==> src/rtl/add_share_arb.sv <==
// Round-robin sequencer sharing one adder among NREQ requesters; grant 1 cycle after req, result 1 cycle after grant.
// Requesters hold req until their gnt pulse; optional op_cnt statistics output under ADD_SHARE_STATS_EN.
module add_share_arb #(
  parameter int NREQ = 4,
  parameter int W    = 3,
  parameter int CW   = 8
) (
  input  logic                    clk,
  input  logic                    rst_n,
  input  logic [NREQ-1:0]         req,
  input  logic [NREQ*W-1:0]       opa,
  input  logic [NREQ*W-1:0]       opb,
  output logic [NREQ-1:0]         gnt,
  output logic [W-1:0]            add_a,
  output logic [W-1:0]            add_b,
  input  logic [W:0]              add_f,
  output logic [W:0]              res,
  output logic                    res_vld,
  output logic [$clog2(NREQ)-1:0] res_id,
`ifdef ADD_SHARE_STATS_EN
  output logic [CW-1:0]           op_cnt,
`endif
  output logic                    busy
);

  localparam int IDW = $clog2(NREQ);

  if (NREQ < 2 || CW < 1) begin : g_bad_param
    $error("add_share_arb: NREQ must be >= 2 and CW >= 1");
  end

  typedef enum logic {IDLE, EXEC} state_t;

  state_t          state;
  logic [IDW-1:0]  ptr;
  logic [IDW-1:0]  id;
  logic [IDW-1:0]  win;
  logic [NREQ-1:0] win_oh;
  logic            found;

  // Search starts at ptr and wraps modulo NREQ, so non-power-of-2 counts rotate correctly.
  always_comb begin
    found  = 1'b0;
    win    = '0;
    win_oh = '0;
    for (int k = 0; k < NREQ; k++) begin
      if (!found && req[(int'(ptr) + k) % NREQ]) begin
        found = 1'b1;
        win   = IDW'((int'(ptr) + k) % NREQ);
      end
    end
    win_oh[win] = 1'b1;
  end

  always_ff @(posedge clk) begin
    if (!rst_n) begin
      state   <= IDLE;
      ptr     <= '0;
      id      <= '0;
      gnt     <= '0;
      add_a   <= '0;
      add_b   <= '0;
      res     <= '0;
      res_vld <= 1'b0;
      res_id  <= '0;
      busy    <= 1'b0;
`ifdef ADD_SHARE_STATS_EN
      op_cnt  <= '0;
`endif
    end else begin
      gnt     <= '0;
      res_vld <= 1'b0;
      case (state)
        IDLE: begin
          if (found) begin
            gnt   <= win_oh;
            add_a <= opa[win*W +: W];
            add_b <= opb[win*W +: W];
            id    <= win;
            busy  <= 1'b1;
            state <= EXEC;
          end
        end
        EXEC: begin
          // add_a/add_b were registered at the grant edge, so add_f is settled now.
          res     <= add_f;
          res_id  <= id;
          res_vld <= 1'b1;
          ptr     <= (id == IDW'(NREQ - 1)) ? '0 : id + IDW'(1);
          busy    <= 1'b0;
          state   <= IDLE;
`ifdef ADD_SHARE_STATS_EN
          op_cnt  <= op_cnt + CW'(1);
`endif
        end
        default: state <= IDLE;
      endcase
    end
  end

endmodule

==> config.mk <==
export PLATFORM = sky130hd
export DESIGN_NAME = add_share_arb
export DESIGN_NICKNAME = d
export VERILOG_FILES = /design/src/rtl/add_share_arb.sv
export SDC_FILE = /design/constraint.sdc
export NUM_CORES = 1
export LEC_CHECK = 0
export CORE_MARGIN = 8
export CORE_UTILIZATION = 30
export DETAILED_ROUTE_END_ITERATION = 8
export PLACE_DENSITY = 0.66
export SYNTH_ARGS = -nofsm -noshare
export SYNTH_HDL_FRONTEND = slang
export SYNTH_SLANG_ARGS = --single-unit
==> constraint.sdc <==
create_clock -name clk -period 1.4 [get_ports clk]
set_input_delay 0.21 -clock clk [delete_from_list [all_inputs] [get_ports clk]]
set_output_delay 0.21 -clock clk [all_outputs]
set_load 0.01 [all_outputs]
==> results of run 1 <==
-- worst register-to-register path, cell delays in order, from the launching register on --
cell and delay [ns]:
dfxtp_4 0.38, mux2_4 0.32, nor2b_4 0.17, o21ai_0 0.16
nand4_1 0.11, o2111a_1 0.17
-- where the power goes --
group | switching, mW | internal (mW)
Combinational | 0.253 | 0.336
Sequential | 0.0360 | 0.708
Clock | 0.194 | 0.202
Total | 0.483 | 1.25
-- layout by cell type (no fill, tap or decap), types with 3 or more instances in the layout --
master | Yosys | final
nand2b_1 | 3 | 3
clkbuf_8 | 0 | 3
nand4_1 | 6 | 6
o2111a_1 | 6 | 6
dfxtp_1 | 23 | 21
dlymetal6s2s_1 | 0 | 4
nand3_1 | 18 | 18
o21ai_0 | 7 | 3
buf_4 | 2 | 18
nor3_1 | 4 | 4
mux2i_1 | 8 | 8
nor2b_1 | 10 | 10
clkdlybuf4s50_1 | 0 | 43
o21ai_1 | 6 | 8
dlygate4sd2_1 | 0 | 4
-- layout make-up --
class                           instances  area share
Multi-Input combinational cell         93       0.352
Inverter                                2     0.00379
Sequential cell                        23       0.236
Clock buffer                            4      0.0227
Tap cell                               48      0.0303
Timing Repair Buffer                   72       0.354
-- flip-flops by register name (all words and copies together) (netlist names) --
signal	flops
res	4
gnt	4
add_b	3
add_a	3
busy	1
id	2
res_vld	1
res_id	2
ptr	2
state	1
-- path summary, 6_finish.rpt --
| path | slack, ns | to | depth (start not counted) |
|---|---|---|---|
| setup / recovery | -0.01 | add_b[2] | 5 |
| hold / removal | 0.51 | busy | 2 |
| setup reg to reg | -0.01 | add_b[2] | 5 |
| hold reg to reg | 0.51 | busy | 2 |
-- what timing repair did --
| action | CTS | global route |
|---|---|---|
| gates cloned | 1 | 0 |
| pin swaps | 4 | 5 |
| resized for setup | 14 | 13 |
| hold buffers | 0 | 0 |
| endpoints found under the setup margin | 12 | 13 |
| setup buffers | 3 | 0 |
-- through the flow --
| stage | cell area [um^2] | setup slack, ns | hold slack, ns | std cells | power, mW |
|---|---|---|---|---|---|
| global placement | 1840 | -0.537 | 0.499 | 235 | 1.29 |
| finish | 1980 | -0.0126 | 0.514 | 242 | 1.73 |
| floorplan | 1150 | -0.0272 | 0.380 | 126 | 1.00 |
| CTS | 1940 | -0.00735 | 0.520 | 242 | 1.74 |
| global route | 1980 | -0.0709 | 0.556 | 242 | 1.83 |
| detailed placement | 1840 | -0.677 | 0.501 | 235 | 1.31 |
-- cells in the mapped netlist (2+ instances only) --
master,instances
dfxtp_1,23
nor2_1,3
mux2i_1,8
clkbuf_1,2
a21boi_1,2
nor4_2,2
nand3_1,18
o2111a_1,6
buf_4,2
nor2b_1,10
o21ai_0,7
buf_2,5
nand2_1,3
o21ai_1,6
nor3_1,4
inv_1,2
nand2b_1,3
nand4_1,6
-- layer usage --
metal | up-vias | share of wire | global-route usage
met5 | - | 0 | 0
met4 | 0 | 0 | 0.0170
met3 | 0 | 0.069 | 0.0415
met2 | 36 | 0.47 | 0.203
met1 | 564 | 0.46 | 0.142
li1 | 604 | - | -
-- logic make-up (layout without fill, tap and decap cells) --
| group | after synthesis | in the layout |
|---|---|---|
| buffers and inverters | 11 | 78 |
| DFF | 23 | 23 |
| adders and majority gates | 1 | 1 |
| muxes | 9 | 9 |
| and+or+nand+nor | 56 | 57 |
| AOI/OAI and AO/OA | 26 | 26 |
==> results.cfg, run 1 <==
[synth]
synth_largest_area_cell = dfxtp_1
synth_xor_area_frac = 0
synth_area_um2 = 1150
synth_compound_area_frac = 0.166
synth_top_family_by_area = simple AND/OR/NAND/NOR gates
syn_area_per_cell_um2 = 9.11
yosys.area_share.adder = 0.0109
synth_cell_types = 32
ys_async_sr_fraction = 0
netlist.area_leader.share = 0.401
ys_ff_latch = 23
yosys_warnings = 0
synthMuxAreaShare = 0.0829
synth_top_flop_cell = dfxtp_1
ys_seq_area_frac = 0.401
synth-edff-count = 0
yosys.area_share.simple = 0.291
synth_cells = 126
ys_top_cells_by_area = dfxtp_1 40%, nand3_1 7.9%, mux2i_1 7.0%
synth_fp_nets = 161

[critical_path]
arrival_ns = 1.56
start_kind = flop
r2r_start = ptr[1]
critPathMaxStageDelay_ns = 0.38
crit_fanout = 7
critPathKind = flop to flop
cp_cell_sequence = mux2_4 -> nor2b_4 -> o21ai_0 -> nand4_1 -> o2111a_1
startpoint = ptr[1]
path_buf_inv = 0
cp-end-kind = flop
critPathSlowestCell = dfxtp_4
cpLargestDelayFamily = flip-flops
cp_data_required_time_ns = 1.55

[grt]
antenna_found_initial = 0
grtUsageTotal = 0.119
grt.overflow.total = 0
grt_max_degree = 19
grt_pass1_vias = 1281
grt_pass1_wl_um = 6050

[min_path]
min_path_type = flop to flop
min-delay-start = busy

[finish]
final_core_util = 0.541
drive_gt1_frac = 0.216
multi_input_area_um2 = 698
diodes = 0
synthToLayoutAreaGrowth_pct = 72.6
fill_cells = 331
nNetsFinal = 230
register_area_um2 = 468

[timing]
rsz0062_at_grt = true
slew-limit-headroom = 0.706
hold_viol = 0
fmax_mhz = 708
drv_slew = 0
setup_viol_count_final = 2
post-route-min-period_ns = 1.41
fin_crit_sh = 1.01
setup_tns_ns = -0.0161
worst_slack_ns = -0.0126
fin_skew_ns = 0.00253
tightest_slew_ns = 0.441

[clocking]
cts.path.max_buffers = 2
root_buffer = clkbuf_8
cts_buffers = 3
clk_pin_slew_ns = 0.08
h-tree-depth = 1
cts_tree = yes
clk-insertion-delay-late_ns = 0.25
cts_sinks = 23

[route]
antenna_left = 0
routedWlPerCell_um = 15.4
drtIter0Drc = 48
routed_wirelength_um = 3730
vias = 1204
dr.pass1.iters = 4
drc = 0
vias_per_cell = 4.98

[die]
start_util = 0.313
num_rows = 22
die-area_um2 = 6060
die_w_um = 77.8
ios = 52
core_area_um2 = 3660
dieHeight_um = 77.8

[pwr]
p_leak_nw = 0.817
max-vdd-ir-drop_mv = 0.738
cellPowerDensity_nw_per_um2 = 873

[placement]
gp_congestion = 0.747
hpwl_um = 2840
io_buffers = 51

[job]
drv_cap = 0

[status]
failed_checks = setup timing
status = complete, but fails checks
Power figures use the tool's default switching activity.
==> inputs of run 2 (changes only) <==
--- a/config.mk
+++ b/config.mk
@@ -5,7 +5,6 @@
 export SDC_FILE = /design/constraint.sdc
 export NUM_CORES = 1
 export LEC_CHECK = 0
-export CORE_MARGIN = 8
 export CORE_UTILIZATION = 30
 export DETAILED_ROUTE_END_ITERATION = 8
 export PLACE_DENSITY = 0.66
==> run 2 against run 1 <==
The flow now finishes without violations. Critical path depth up 1. Global-route usage rose by 5.1 points. Non-clock buffer count fell by 2. Design area fell by 1.6%. Combinational power shrank 3.4%. Critical path type is now primary input to flop. Highest routed layer is now met4.
==> results.cfg, run 2 (synthesis gave the netlist of run 1 again) <==
[status]
status = finished clean

[grt]
antenna_found_initial = 0
grt.overflow.total = 0
grtUsageTotal = 0.170
grt_max_degree = 19
grt_pass1_vias = 1145
grt_pass1_wl_um = 5400

[route]
antenna_left = 0
routed_wirelength_um = 3290
vias = 1185
vias_per_cell = 4.96
routedWlPerCell_um = 13.7
drc = 0
dr.pass1.iters = 4
drtIter0Drc = 68

[timing]
slew-limit-headroom = 0.782
hold_viol = 0
tightest_slew_ns = 0.328
rsz0062_at_grt = true
setup_tns_ns = 0
drv_slew = 0
fin_crit_sh = 0.992
fin_skew_ns = 0.00683
setup_viol_count_final = 0
fmax_mhz = 720
post-route-min-period_ns = 1.39
worst_slack_ns = 0.0112

[placement]
gp_congestion = 0.795
dp.cells = 233
hpwl_um = 2390
dp_slack_ns = -0.751
placed_area_um2 = 1840
io_buffers = 51

[pwr]
p_leak_nw = 0.816
clkPwrFrac = 0.239
switching_power_mw = 0.491
seqPwrFrac = 0.431
switching_share = 0.284
cellPowerDensity_nw_per_um2 = 887
p_comb_frac = 0.330
max-vdd-ir-drop_mv = 0.598
intPower_mw = 1.24

[clocking]
cts_sinks = 23
clk_pin_slew_ns = 0.08
clk-insertion-delay-late_ns = 0.27
cts_tree = yes
cts_buffers = 3
root_buffer = clkbuf_8
h-tree-depth = 1
cts.path.max_buffers = 2
holdBufCountCts = 0

[critical_path]
critPathMaxStageDelay_ns = 0.35
cpLargestDelayFamily = simple AND/OR/NAND/NOR gates
critPathKind = primary input to flop
critPathSlowestCell = a311oi_4
path_buf_inv = 1
cp.depth = 6
arrival_ns = 1.55
r2r_cells = 5
cp_cell_sequence = dlygate4sd2_1 -> nor2b_2 -> a311oi_4 -> or2_4 -> nand4_1 -> o2111a_1
cp-end-kind = flop
start_kind = primary input
cp_data_required_time_ns = 1.56
crit_fanout = 7

[job]
drv_cap = 0

[die]
dieHeight_um = 63.8
start_util = 0.313
core_area_um2 = 3660
die-area_um2 = 4080
die_w_um = 63.8
num_rows = 22
ios = 52

[min_path]
min_path_type = flop to flop
holdPathStages = 2

[finish]
fin_cells = 239
final_cell_mix = 42 x clkdlybuf4s50_1, 21 x dfxtp_1, 18 x nand3_1
register_area_um2 = 465
diodes = 0
design_area_um2 = 1950
final_core_util = 0.532
synthToLayoutAreaGrowth_pct = 69.8
drive_gt1_frac = 0.194
multi_input_area_um2 = 671
top_regs = gnt x4, res x4
nNetsFinal = 227
mostFrequentLayoutCell = clkdlybuf4s50_1
fill_cells = 343
[run 2: cell count changes in the layout (fill, tap and decap cells not counted), moves of 2 or more]
cell	change
o21ai_2	-2
buf_4	-2
nor3_1	-2
nor3_2	+2
[run 2: worst register-to-register path, delay by kind of cell (launching register included)]
| family | cells | cell delay, ns |
|---|---|---|
| AOI/OAI and AO/OA | 2 | 0.46 |
| DFF | 1 | 0.38 |
| and+or+nand+nor | 3 | 0.45 |
[run 2: layout make-up]
class / instances / share of cell area
clock buffer: 3 / 0.0212
clock inverter: 1 / 0.00257
inverter: 2 / 0.00385
multi-input combinational: 92 / 0.344
sequential: 23 / 0.239
tap: 48 / 0.0308
timing repair buffer: 70 / 0.358
[run 2: final timing paths]
check / slack, ns / start / to
worst min-delay path: 0.52 / res[3] / res[3]
worst min register to register: 0.52 / res[3] / res[3]
worst max-delay path: 0.01 / req[2] / add_b[1]
worst max register to register: 0.01 / ptr[1] / add_b[1]
[run 2: metal layers]
layer,track usage,share of wire
met1,0.207,0.46
met2,0.293,0.48
met3,0.0429,0.052
met4,0.0511,0.0033
met5,0,0
[run 2: metrics by stage]
step	hold slack, ns	power (mW)
after global placement	0.500	1.29
after floorplan	0.380	1.00
after CTS	0.519	1.75
after detailed placement	0.500	1.30
after global routing	0.547	1.82
final	0.524	1.73
[run 2: what timing repair did]
action | 4_1_cts | 5_1_grt
setup buffers | 2 | 0
resized for setup | 14 | 6
hold endpoints to repair | 0 | 0
gates cloned | 0 | 0
pin swaps | 6 | 1
setup endpoints to repair | 11 | 13
[run 2: power by group through the flow]
stage               clock, mW  sequential [mW]  combinational [mW]
floorplan                   0            0.775               0.228
global placement            0            0.757               0.534
detailed placement          0            0.758               0.545
CTS                     0.435            0.745               0.574
global route            0.454            0.751               0.614
finish                  0.413            0.745               0.570
==> inputs of run 3 (changes only) <==
--- a/config.mk
+++ b/config.mk
@@ -7,7 +7,7 @@
 export LEC_CHECK = 0
 export CORE_UTILIZATION = 30
 export DETAILED_ROUTE_END_ITERATION = 8
-export PLACE_DENSITY = 0.66
+export PLACE_DENSITY = 0.64
 export SYNTH_ARGS = -nofsm -noshare
 export SYNTH_HDL_FRONTEND = slang
 export SYNTH_SLANG_ARGS = --single-unit
==> constraint.sdc (replaced) <==
create_clock -name clk -period 1.6 [get_ports clk]
set_input_delay 0.24 -clock clk [delete_from_list [all_inputs] [get_ports clk]]
set_output_delay 0.24 -clock clk [all_outputs]
set_load 0.1 [all_outputs]
==> run 3 against run 2 <==
Design area rose by 5.5%. Wire length rose by 2.8%. Register-to-register slack improved by 0.05 ns. Core utilization rose by 2.9 points. Via count fell by 0.17%. Flip-flop and latch count did not move. Clock-buffer cell count did not move. Sequential power fell by 9.3%.
==> results.cfg, run 3 (synthesis gave the netlist of run 1 again) <==
[clocking]
cts_buffers = 3
clk_pin_slew_ns = 0.08
clk-insertion-delay-late_ns = 0.26
holdBufCountCts = 0
h-tree-depth = 1
root_buffer = clkbuf_8
cts_tree = yes
cts.path.max_buffers = 2
cts_sinks = 23

[grt]
grt_pass1_vias = 1227
grt_pass1_wl_um = 5640
met2_usage = 0.319
top_usage_layer = met2
met3_usage = 0.0554
antenna_found_initial = 0
met1_usage = 0.192
grtUsageTotal = 0.175
grt.overflow.total = 0
grt_max_degree = 19

[timing]
fmax_mhz = 649
worst_slack_ns = 0.0581
drv_slew = 0
fin_crit_sh = 0.964
post-route-min-period_ns = 1.54
hold_viol = 0
slew-limit-headroom = 0.756
tightest_slew_ns = 0.366
setup_viol_count_final = 0
fin_skew_ns = 0.00847

[critical_path]
reg2reg_slack_ns = 0.06
cp_data_required_time_ns = 1.80
startpoint = ptr[1]
start_kind = flop
crit_fanout = 7
cp-end-kind = flop
r2r_start = ptr[1]
r2r_cells = 7
critPathKind = flop to flop
worstReg2RegEnd = add_a[1]
arrival_ns = 1.74

[pwr]
clkPwrFrac = 0.194
intPower_mw = 1.14
switching_power_mw = 0.694
seqPwrFrac = 0.368
max-vdd-ir-drop_mv = 0.521
p_leak_nw = 0.796
power_mw = 1.84
cellPowerDensity_nw_per_um2 = 894
switching_share = 0.378
p_comb_frac = 0.438

[min_path]
holdPathStages = 2
min-delay-start = id[0]
min_to = id[0]
min_path_type = flop to flop

[route]
antenna_left = 0
routedWlPerCell_um = 14.6
routed_wirelength_um = 3380
drc = 0
vias_per_cell = 5.10
vias = 1183
drtIter0Drc = 39
dr.pass1.iters = 4

[die]
core_area_um2 = 3660
die_w_um = 63.8
num_rows = 22
start_util = 0.313
ios = 52
die-area_um2 = 4080
dieHeight_um = 63.8

[finish]
drive_gt1_frac = 0.239
fill_cells = 327
final_core_util = 0.561
top_regs = gnt x4, res x4
synthToLayoutAreaGrowth_pct = 79.1
fin_cells = 232
nNetsFinal = 220
final_cell_mix = 29 x clkdlybuf4s50_1, 23 x dfxtp_1, 20 x buf_12
diodes = 0
mostFrequentLayoutCell = clkdlybuf4s50_1

[placement]
hpwl_um = 2550
io_buffers = 51
gp_congestion = 0.794
dp.cells = 226
dp_slack_ns = -0.502

[job]
drv_cap = 0

[status]
status = finished clean
[run 3: cell count changes in the layout (fill, tap and decap cells not counted), moves of 2 or more]
cell             change
dfxtp_1              +2
o21ai_0              +2
dlymetal6s2s_1       -4
nor3_1               +2
o21ai_1              -2
clkdlybuf4s50_1     -13
buf_4                -6
nor3_2               -2
buf_12              +17
[run 3: worst max-delay path by stage]
stage,slack [ns],to
after CTS,0.01,gnt[3]
after global routing,-0.008,add_a[1]
after detailed placement,-0.50,add_a[1]
after global placement,-0.39,add_a[0]
after floorplan,0.10,add_a[0]
final,0.06,add_a[1]
[run 3: layout make-up]
type | count | area (um^2) | area share
Inverter | 2 | 7.51 | 0.00365
Multi-Input combinational cell | 92 | 676 | 0.329
Timing Repair Buffer | 63 | 805 | 0.392
Clock inverter | 1 | 5.00 | 0.00244
Clock buffer | 3 | 41.3 | 0.0201
Tap cell | 48 | 60.1 | 0.0292
Sequential cell | 23 | 460 | 0.224
[run 3: power groups by stage]
| stage | Combinational (mW) | Sequential (mW) | Clock, mW |
|---|---|---|---|
| 2_1_floorplan | 0.200 | 0.931 | 0 |
| 3_3_place_gp | 0.768 | 0.688 | 0 |
| 3_5_place_dp | 0.781 | 0.689 | 0 |
| 4_1_cts | 0.799 | 0.677 | 0.374 |
| 5_1_grt | 0.845 | 0.684 | 0.403 |
| 6_report | 0.804 | 0.676 | 0.356 |
[run 3: timing repair]
item,4_1_cts,5_1_grt
pin swaps,3,1
gates resized for setup,9,3
endpoints found under the setup margin,9,10
setup buffers,1,1
[run 3: metrics by stage]
step / setup TNS (ns) / hold slack (ns) / cell area (um^2)
2_1_floorplan: 0 / 0.410 / 1150
3_3_place_gp: -3.54 / 0.511 / 1950
3_5_place_dp: -4.48 / 0.526 / 1950
4_1_cts: 0 / 0.544 / 2040
5_1_grt: -0.0111 / 0.576 / 2050
6_report: 0 / 0.536 / 2050
[run 3: layer usage]
| metal | up-vias | part of all wire |
|---|---|---|
| li1 | 577 | - |
| met1 | 558 | 0.41 |
| met2 | 44 | 0.52 |
| met3 | 4 | 0.063 |
| met4 | 0 | 0.0089 |
| met5 | - | 0 |
[run 3: worst max-delay path, stage by stage (launching register included)]
cell	delay, ns
dfxtp_1	0.42
nand2_1	0.12
a311oi_4	0.29
buf_4	0.18
nor4_4	0.04
buf_4	0.17
nand3_1	0.08
o2111a_1	0.19
